## src/rtl/ex_muldiv.sv

```systemverilog
// RV32M multiply/divide unit for the EX stage: one-cycle multiply, 32-step restoring divide.
// Latency from the acceptance cycle T: ready_o at T+2 (mul), T+33 (div), T+1 (div-by-zero/overflow).
// Stalls the pipeline through stallreq_o until DONE; flush or dropped start_i aborts with no result.
module ex_muldiv #(
  parameter int XLEN      = 32,
  parameter int DIV_CNT_W = 5
) (
  input  logic            clk,
  input  logic            rst,
  input  logic            flush,
  input  logic            start_i,
  input  logic [2:0]      op_i,
  input  logic [XLEN-1:0] rs1_i,
  input  logic [XLEN-1:0] rs2_i,
  output logic [XLEN-1:0] result_o,
  output logic            ready_o,
  output logic            stallreq_o
);

  typedef enum logic [1:0] {S_IDLE, S_MUL, S_DIV, S_DONE} state_t;

  state_t                 state_q, state_d;
  logic [2:0]             op_q, op_d;
  logic [XLEN-1:0]        a_q, a_d;        // multiplicand, or dividend shifting into quotient
  logic [XLEN-1:0]        b_q, b_d;        // multiplier, or divisor magnitude
  logic [XLEN-1:0]        rem_q, rem_d;    // partial remainder
  logic [XLEN-1:0]        result_q, result_d;
  logic                   qneg_q, qneg_d;  // negate quotient at the end
  logic                   rneg_q, rneg_d;  // negate remainder at the end
  logic [DIV_CNT_W-1:0]   cnt_q, cnt_d;

  // Operand preparation for acceptance in IDLE (DIV/REM are the signed divides: op[2]=1, op[0]=0)
  logic            div_signed;
  logic            rs1_neg, rs2_neg;
  logic [XLEN-1:0] rs1_mag, rs2_mag;
  logic            div_zero, div_ovf;

  assign div_signed = op_i[2] & ~op_i[0];
  assign rs1_neg    = div_signed & rs1_i[XLEN-1];
  assign rs2_neg    = div_signed & rs2_i[XLEN-1];
  assign rs1_mag    = rs1_neg ? (~rs1_i + 1'b1) : rs1_i;
  assign rs2_mag    = rs2_neg ? (~rs2_i + 1'b1) : rs2_i;
  assign div_zero   = (rs2_i == '0);
  assign div_ovf    = div_signed & (rs1_i == {1'b1, {(XLEN-1){1'b0}}}) & (&rs2_i);

  // Multiplier: sign-extend each operand by one bit according to the sub-op
  logic signed [XLEN:0]     mul_a, mul_b;
  logic signed [2*XLEN-1:0] prod;

  assign mul_a = {((op_q == 3'd1) || (op_q == 3'd2)) & a_q[XLEN-1], a_q};
  assign mul_b = {(op_q == 3'd1) & b_q[XLEN-1], b_q};
  assign prod  = mul_a * mul_b;

  // One restoring divide step on magnitudes
  logic [XLEN:0]   trial;
  logic            qbit;
  logic [XLEN-1:0] rem_next, quo_next, quo_fix, rem_fix;

  assign trial    = {rem_q, a_q[XLEN-1]} - {1'b0, b_q};
  assign qbit     = ~trial[XLEN];
  assign rem_next = qbit ? trial[XLEN-1:0] : {rem_q[XLEN-2:0], a_q[XLEN-1]};
  assign quo_next = {a_q[XLEN-2:0], qbit};
  assign quo_fix  = qneg_q ? (~quo_next + 1'b1) : quo_next;
  assign rem_fix  = rneg_q ? (~rem_next + 1'b1) : rem_next;

  // Next-state and datapath updates; flush overrides everything at the end
  always_comb begin
    state_d  = state_q;
    op_d     = op_q;
    a_d      = a_q;
    b_d      = b_q;
    rem_d    = rem_q;
    result_d = result_q;
    qneg_d   = qneg_q;
    rneg_d   = rneg_q;
    cnt_d    = cnt_q;
    case (state_q)
      S_IDLE: begin
        if (start_i && !flush) begin
          op_d = op_i;
          if (!op_i[2]) begin
            a_d     = rs1_i;
            b_d     = rs2_i;
            state_d = S_MUL;
          end else if (div_zero || div_ovf) begin
            // op[1] selects the remainder forms (REM/REMU)
            if (op_i[1]) result_d = div_zero ? rs1_i : '0;
            else         result_d = div_zero ? '1 : rs1_i;
            state_d = S_DONE;
          end else begin
            a_d     = rs1_mag;
            b_d     = rs2_mag;
            rem_d   = '0;
            cnt_d   = '0;
            qneg_d  = rs1_neg ^ rs2_neg;
            rneg_d  = rs1_neg;
            state_d = S_DIV;
          end
        end
      end
      S_MUL: begin
        if (!start_i) begin
          state_d = S_IDLE;
        end else begin
          result_d = (op_q == 3'd0) ? prod[XLEN-1:0] : prod[2*XLEN-1:XLEN];
          state_d  = S_DONE;
        end
      end
      S_DIV: begin
        if (!start_i) begin
          state_d = S_IDLE;
          cnt_d   = '0;
        end else begin
          a_d   = quo_next;
          rem_d = rem_next;
          cnt_d = cnt_q + 1'b1;
          if (cnt_q == '1) begin
            result_d = op_q[1] ? rem_fix : quo_fix;
            cnt_d    = '0;
            state_d  = S_DONE;
          end
        end
      end
      default: begin
        state_d = S_IDLE;
      end
    endcase
    if (flush) begin
      state_d  = S_IDLE;
      cnt_d    = '0;
      result_d = result_q;
    end
  end

  // State and datapath registers
  always_ff @(posedge clk or posedge rst) begin
    if (rst) begin
      state_q  <= S_IDLE;
      op_q     <= '0;
      a_q      <= '0;
      b_q      <= '0;
      rem_q    <= '0;
      result_q <= '0;
      qneg_q   <= 1'b0;
      rneg_q   <= 1'b0;
      cnt_q    <= '0;
    end else begin
      state_q  <= state_d;
      op_q     <= op_d;
      a_q      <= a_d;
      b_q      <= b_d;
      rem_q    <= rem_d;
      result_q <= result_d;
      qneg_q   <= qneg_d;
      rneg_q   <= rneg_d;
      cnt_q    <= cnt_d;
    end
  end

  assign result_o   = result_q;
  assign ready_o    = (state_q == S_DONE);
  assign stallreq_o = start_i & ~flush & ~rst & (state_q != S_DONE);

endmodule

```

## config.mk

```make
export PLATFORM = sky130hd
export DESIGN_NAME = ex_muldiv
export DESIGN_NICKNAME = d
export VERILOG_FILES = /design/src/rtl/ex_muldiv.sv
export SDC_FILE = /design/constraint.sdc
export NUM_CORES = 2
export LEC_CHECK = 0
export ABC_CLOCK_PERIOD_IN_PS = 9500
export BUFFER_PORTS_ARGS = -buffer_cell sky130_fd_sc_hd__buf_2
export CORE_MARGIN = 4
export CORE_UTILIZATION = 50
export CTS_CLUSTER_SIZE = 14
export DETAILED_ROUTE_END_ITERATION = 10
export GPL_TIMING_DRIVEN = 1
export HOLD_SLACK_MARGIN = 0.1
export PLACE_DENSITY = 0.72
export RECOVER_POWER = 50
export SLEW_MARGIN = 20
export SYNTH_ARGS = -nofsm -noshare
export SYNTH_HDL_FRONTEND = slang
export SYNTH_SLANG_ARGS = --single-unit
```

## constraint.sdc

```tcl
create_clock -name clk -period 9.5 [get_ports clk]
set_clock_uncertainty 0.15 [all_clocks]
set_input_delay 0.95 -clock clk [delete_from_list [all_inputs] [get_ports clk]]
set_output_delay 0.95 -clock clk [all_outputs]
set_load 0.005 [all_outputs]
```

[Word level (Yosys, flattened, before mapping)]
Cells that the tools add are included.
Operators by class
  multiply operators: 1
  equality and inequality tests: 21
  add/subtract/negate cells: 6
  bitwise logic cells: 20
  multiplexer cells: 44
  reductions and logical operators: 19
Operators with widths (count)
  $mux 32: 26
  $add 32x1->32 const B: 4
  $not 32->32: 4
  $pmux 32 s2: 2
  $pmux 32 s3: 1
  $mul 33x33->64: 1
  $sub 33x32->33: 1
  $eq 32x32->1 const B: 1
  $logic_not 32->1: 1
  $reduce_and 32->1: 1
  $mux 5: 6
  $ne 2x2->1 const B: 9
  $mux 2: 6
  $ne 3x3->1 const B: 4
  $reduce_and 4->1: 3
  $and 1x1->1: 10
  $pmux 5 s2: 1
  $reduce_and 8->1: 1
  $pmux 2 s3: 1
  $reduce_bool 3->1: 2
  $add 5x1->5 const B: 1
  $eq 5x5->1 const B: 1
  $not 1->1: 5
  $reduce_and 5->1: 1
  15 further kinds: 18
Storage, ports and cells
  flip-flop bits (word level): 140
  output and inout bits: 34
  bits of input ports: 71

[Longest topological paths before layout]
  word-level depth: 10
  mapped depth: 33
  mapped depth without buffers: 31

[Least setup slack after synthesis]
No wires, ideal clock.
  kind: reg2reg
  start: register op_q[0]
  end: register result_q[28], in the netlist result_o[28]
  data required time: 9.220 ns
  stages on the path, launching flop included: 33
  setup slack: 0.775 ns
  period minus slack after synthesis: 8.725 ns
  setup time: 0.130 ns
  data arrival time: 8.445 ns
  buffers on the path: 1
  path through: dfrtp_1 > clkbuf_1 > xnor2_1 > nor3_1 > nand2_1 > inv_1 > fa_1 > inv_1 > fa_1 > inv_1 > fa_1 > inv_1 > fa_1 > inv_1 > fa_1 > fa_1 > fa_1 > inv_1 > fa_1 > inv_1 > ha_1 > and2_1 > a22o_1 > o21ai_0 > nand2b_1 > a21oi_1 > o21bai_1 > a21oi_1 > o21bai_1 > a41oi_1 > xnor2_1 > a211oi_1 > a31oi_1
On the way
  longest elaborated chain between the ends: 7
  elaborated cells on any way between the ends: 10
  classes of those cells: 1 x mul; 2 x eq/ne; 3 x mux; 2 x bitwise; 2 x reduce/logical
RTL lines
  start: declaration: line 23  | logic [2:0] op_q, op_d;
  start signal: assignment: line 149  | op_q <= op_d;
  $eq 3x1->1 / $eq 3x2->1 (equally long branches): line 50, 51
  $logic_or 1x1->1: line 50  | assign mul_a = {((op_q == 3'd1) || (op_q == 3'd2)) & a_q[XLEN-1], a_q};
  $and 1x1->1: line 50
  $mul 33x33->64: line 52  | assign prod = mul_a * mul_b;
  $mux 32 (*): line 105  | result_d = (op_q == 3'd0) ? prod[XLEN-1:0] : prod[2*XLEN-1:XLEN];
  $mux 32 (*): line 102  | if (!start_i) begin
  $pmux 32 s3 (*): line 77  | case (state_q)
  end signal: assignment: line 153  | result_q <= result_d;
  end: declaration: line 27  | logic [XLEN-1:0] result_q, result_d;
Every way passes the cells marked *; elsewhere a longest branch is shown, timed or not. The select of a mux whose other input is x is not followed.
A chain may end at the register's enable or synchronous reset.

[Final worst setup path]
  start: register a_q[10]
  end: register result_q[15], in the netlist result_o[15]
On the way
  longest elaborated chain between the ends: 7
  elaborated cells on any way between the ends: 10
  classes of those cells: 1 x add/sub; 1 x mul; 7 x mux; 1 x bitwise
RTL lines
  start: declaration: line 24  | logic [XLEN-1:0] a_q, a_d;
  start signal: assignment: line 140  | a_q <= '0;
  start signal: assignment: line 150  | a_q <= a_d;
  parallel branches: the longest is 6 deep, another holds $mul 33x33->64
  $pmux 32 s3 (*): line 77
Mark *: on every way between the ends. The select of a mux whose other input is x is not followed.

==> summary.md <==
| Metric | Value |
|---|---|
| Area contributors post-synth | fa_1, inv_1, nand2_1, dfrtp_1, ha_1 |
| Antenna violations before repair | 7 |
| Clock slew at reported path FFs | 0.08 ns |
| Sink Count | 140 |
| Crit path largest cell delay | 0.72 ns |
| Worst-Margin Slew | 4.469 ns |
| DR iter-0 viols | 4111 |
| DR pass1 iterations | 7 |
| Synth top area share | 44.58% |
| DP Cell Count | 7235 |
| Ys async rst share | 100.0% |
| Ratio of cells with drive above 1 in the final layout | 6.091% |
| CP endpoint kind | flip-flop |
| Residual DRC | 0 |
| Mapped Cells | roughly 6000 |
| Most used cell, CP | fa_1 |
| HPWL Detailed | 134.1 mm |
| RSZ-0062 raised after global routing | false |
| H-tree levels | 4 |
| Max Fclk | roughly 110 MHz |
| Via density | 5.726 |
| Wire length of the first global-routing pass | 250.1 mm |
| Area delta synth->final | 5.481% |
| Cell Area, Synth | 0.05057 mm² |
| Number of port buffers | between 100 and 150 |
| Final Setup Violations | 0 |
| Die height | about 330 µm |
| Synth Register Bits | 140 |
| Metal-1 WL | between 60 and 70 mm |
| GRT overflow | 0 |
| Clk Latency, worst-skew pair | 0.49 ns |
| Routability congestion estimate | 1.001 |
| Crit path DAT | 9.38 ns |
| Cell with the most instances after synthesis | inv_1 |
| Vias | 41619 |
| Ports | 105 |
| Post-route ant nets | 0 |
| Slew HR | -199.6% |
| Num CTS Buffers | 17 |
| Die X | 326.0 µm |
| Final TNS setup | 0 ns |
| Post-synth top cells | inv_1, fa_1, nand2_1 |
| Met3 WL | 19.27 mm |
| Failing checks | max-capacitance violations, max-slew violations |
| Post-CTS setup repair buffer count | 0 |
| Max-Cap Viols | 2 |
| Sequential fraction of the synthesis area | under 10% |
| Syn Nets | 7422 |
| Bufs and invs on worst path | 5 |
| Hold Fails Final Rpt | 0 |
| Top FF cell, synth | dfrtp_1 |
| Critical path peak fanout | 17 |
| Syn Area/Cell | ~8.5 µm² |
| Die area | 0.1063 mm² |
| Status | finished with violations |
| DR WL/cell | 21.98 µm |
| GR Util All Layers | 30.57% |
| Via count of the first global-routing pass | 42644 |
| Final min period | ~9 ns |
| Top routing layer used | met5 |
| Cell taking the most area after synthesis | fa_1 |
| CP startpoint kind | flip-flop |
| Routed Wire Length | around 160 mm |
| Final nets | 7350 |
| Yosys warnings | 0 |
| Tcrit/Tclk final | 96.79% |
| Max Root-Sink Buffers | 2 |
| Detail Route met2 WL | 71.59 mm |
| Number of synthesized flops with an enable pin | 0 |
| Row count | 116 |
| Non-filler cells, final | roughly 7300 |
| Initial core utilization | about half |
| Delay-heaviest family, CP | adder cells |
| Synth cell types | a little over 80 |
| Core footprint | 0.1003 mm² |
| Root buf cell | clkbuf_16 |
| Slew Limit Fails | 143 |
| Setup CP Type | flip-flop to flip-flop |
| Required @ worst endpoint | around 9.7 ns |
| Largest net degree at the start of global routing | 83 |
| CTS tree | done |
| CP max-delay cell | dfrtp_1 |
| HP Class | flip-flop to flip-flop |
-- layout by cell type, fill, tap and decap left out, types with 8 or more instances in the layout --
| cell | n |
|---|---|
| nor2b_1 | 9 |
| a21oi_1 | 198 |
| a221oi_1 | 16 |
| nand2b_1 | 28 |
| mux2_2 | 15 |
| ha_1 | 255 |
| dfrtp_1 | 132 |
| or4_1 | 13 |
| or2_2 | 21 |
| clkbuf_16 | 17 |
| nand2_1 | 1061 |
| or3_1 | 28 |
| nor2_1 | 222 |
| o221ai_1 | 8 |
| nor3_1 | 51 |
| and3_1 | 11 |
| xor2_1 | 88 |
| buf_2 | 86 |
| o21a_1 | 12 |
| nand4_1 | 26 |
| o22ai_1 | 26 |
| xnor2_1 | 114 |
| nand3_1 | 59 |
| and2_1 | 279 |
| clkbuf_1 | 19 |
| o21ai_0 | 200 |
| nand3b_1 | 9 |
| o21bai_1 | 13 |
| o41ai_1 | 14 |
| buf_4 | 167 |
| o211ai_1 | 27 |
| nor4_1 | 22 |
| a211oi_1 | 19 |
| fa_1 | 1125 |
| a21o_1 | 46 |
| o31ai_1 | 51 |
| mux2i_1 | 24 |
| a31oi_1 | 26 |
| dfrtp_2 | 8 |
| inv_1 | 1237 |
-- registers in the layout (all words and copies together) (netlist names) --
register,cells
a_q,32
b_q,32
cnt_q,5
op_q,3
qneg_q,1
rem_q,32
result_o,32
rneg_q,1
state_q,2
-- through the flow --
| stage | util [%] | setup slack (ns) | hold WS, ns | instance area, µm² |
|---|---|---|---|---|
| after floorplan | - | 0.7752 | 0.3063 | 50570 |
| after global placement | 52.58 | 0.3676 | 0.3135 | 52730 |
| after detailed placement | 52.58 | 0.3287 | 0.3148 | 52730 |
| after CTS | 53.19 | 0.2926 | 0.3336 | 53350 |
| after global routing | 53.18 | 0.02223 | 0.3542 | 53340 |
| final | 53.18 | 0.3054 | 0.3307 | 53340 |
-- worst reg2reg max path, cell delays in order (launching register included) --
cell and delay (ns):
dfrtp_1 0.72, buf_4 0.38, nand2_1 0.11, fa_1 0.52
inv_1 0.05, fa_1 0.53, fa_1 0.44, fa_1 0.50
fa_1 0.57, inv_1 0.06, fa_1 0.49, fa_1 0.51
inv_1 0.05, fa_1 0.48, ha_1 0.38, nand4_1 0.29
o21ai_0 0.16, a31oi_1 0.46, o21ai_0 0.15, a21oi_1 0.32
o31ai_1 0.14, buf_4 0.17, a41oi_1 0.33, o21ai_0 0.18
xnor2_1 0.21, a211oi_1 0.56, o21ai_0 0.15
-- final timing paths --
check / start / to / slack (ns) / depth (start not counted)
hold / removal: result_o[7]$_DFFE_PP0P_ / result_o[7]$_DFFE_PP0P_ / 0.33 / 1
min in group asynchronous: rst / cnt_q[3]$_DFFE_PP0P_ / 1.66 / 2
setup / recovery: a_q[10]$_DFFE_PP0P_ / result_o[15]$_DFFE_PP0P_ / 0.31 / 26
max in group asynchronous: rst / b_q[11]$_DFFE_PP0P_ / 2.51 / 3
hold reg to reg: result_o[7]$_DFFE_PP0P_ / result_o[7]$_DFFE_PP0P_ / 0.33 / 1
setup reg to reg: a_q[10]$_DFFE_PP0P_ / result_o[15]$_DFFE_PP0P_ / 0.31 / 26
-- layer usage --
layer / track usage [%] / up-vias
met3: 9.852 / 427
met4: 12.23 / 14
li1: - / 17958
met2: 47.07 / 2139
met1: 40.20 / 21081
met5: 0 / -
-- logic make-up after synthesis --
| family | Yosys count | synth area share [%] |
|---|---|---|
| compound gates | 735 | 9.200 |
| xor+xnor | 202 | 3.499 |
| fa+ha+maj | 1382 | 50.91 |
| buf+inv | 1604 | 11.98 |
| flops | 140 | 6.928 |
| mux | 39 | 0.8091 |
| simple gates | 1867 | 16.67 |
-- cell type report --
cell class | count | area, µm²
repair buffers | 273 | 1775
well taps | 1357 | 1698
fillers | 9277 | 46950
flip-flops and latches | 140 | 3513
multi-input cells | 4225 | 41080
inverters | 1240 | 4656
clock buffers | 18 | 439.2
diodes | 1 | 2.502
clock inverters | 14 | 177.7
-- what timing repair did --
item	in CTS	in global routing
endpoints found under the setup margin	0	4
gates resized for setup	0	6
hold buffers	0	0
Power is not shown: default switching activity piles up to over one toggle a cycle in this logic, so the estimate is an artifact.
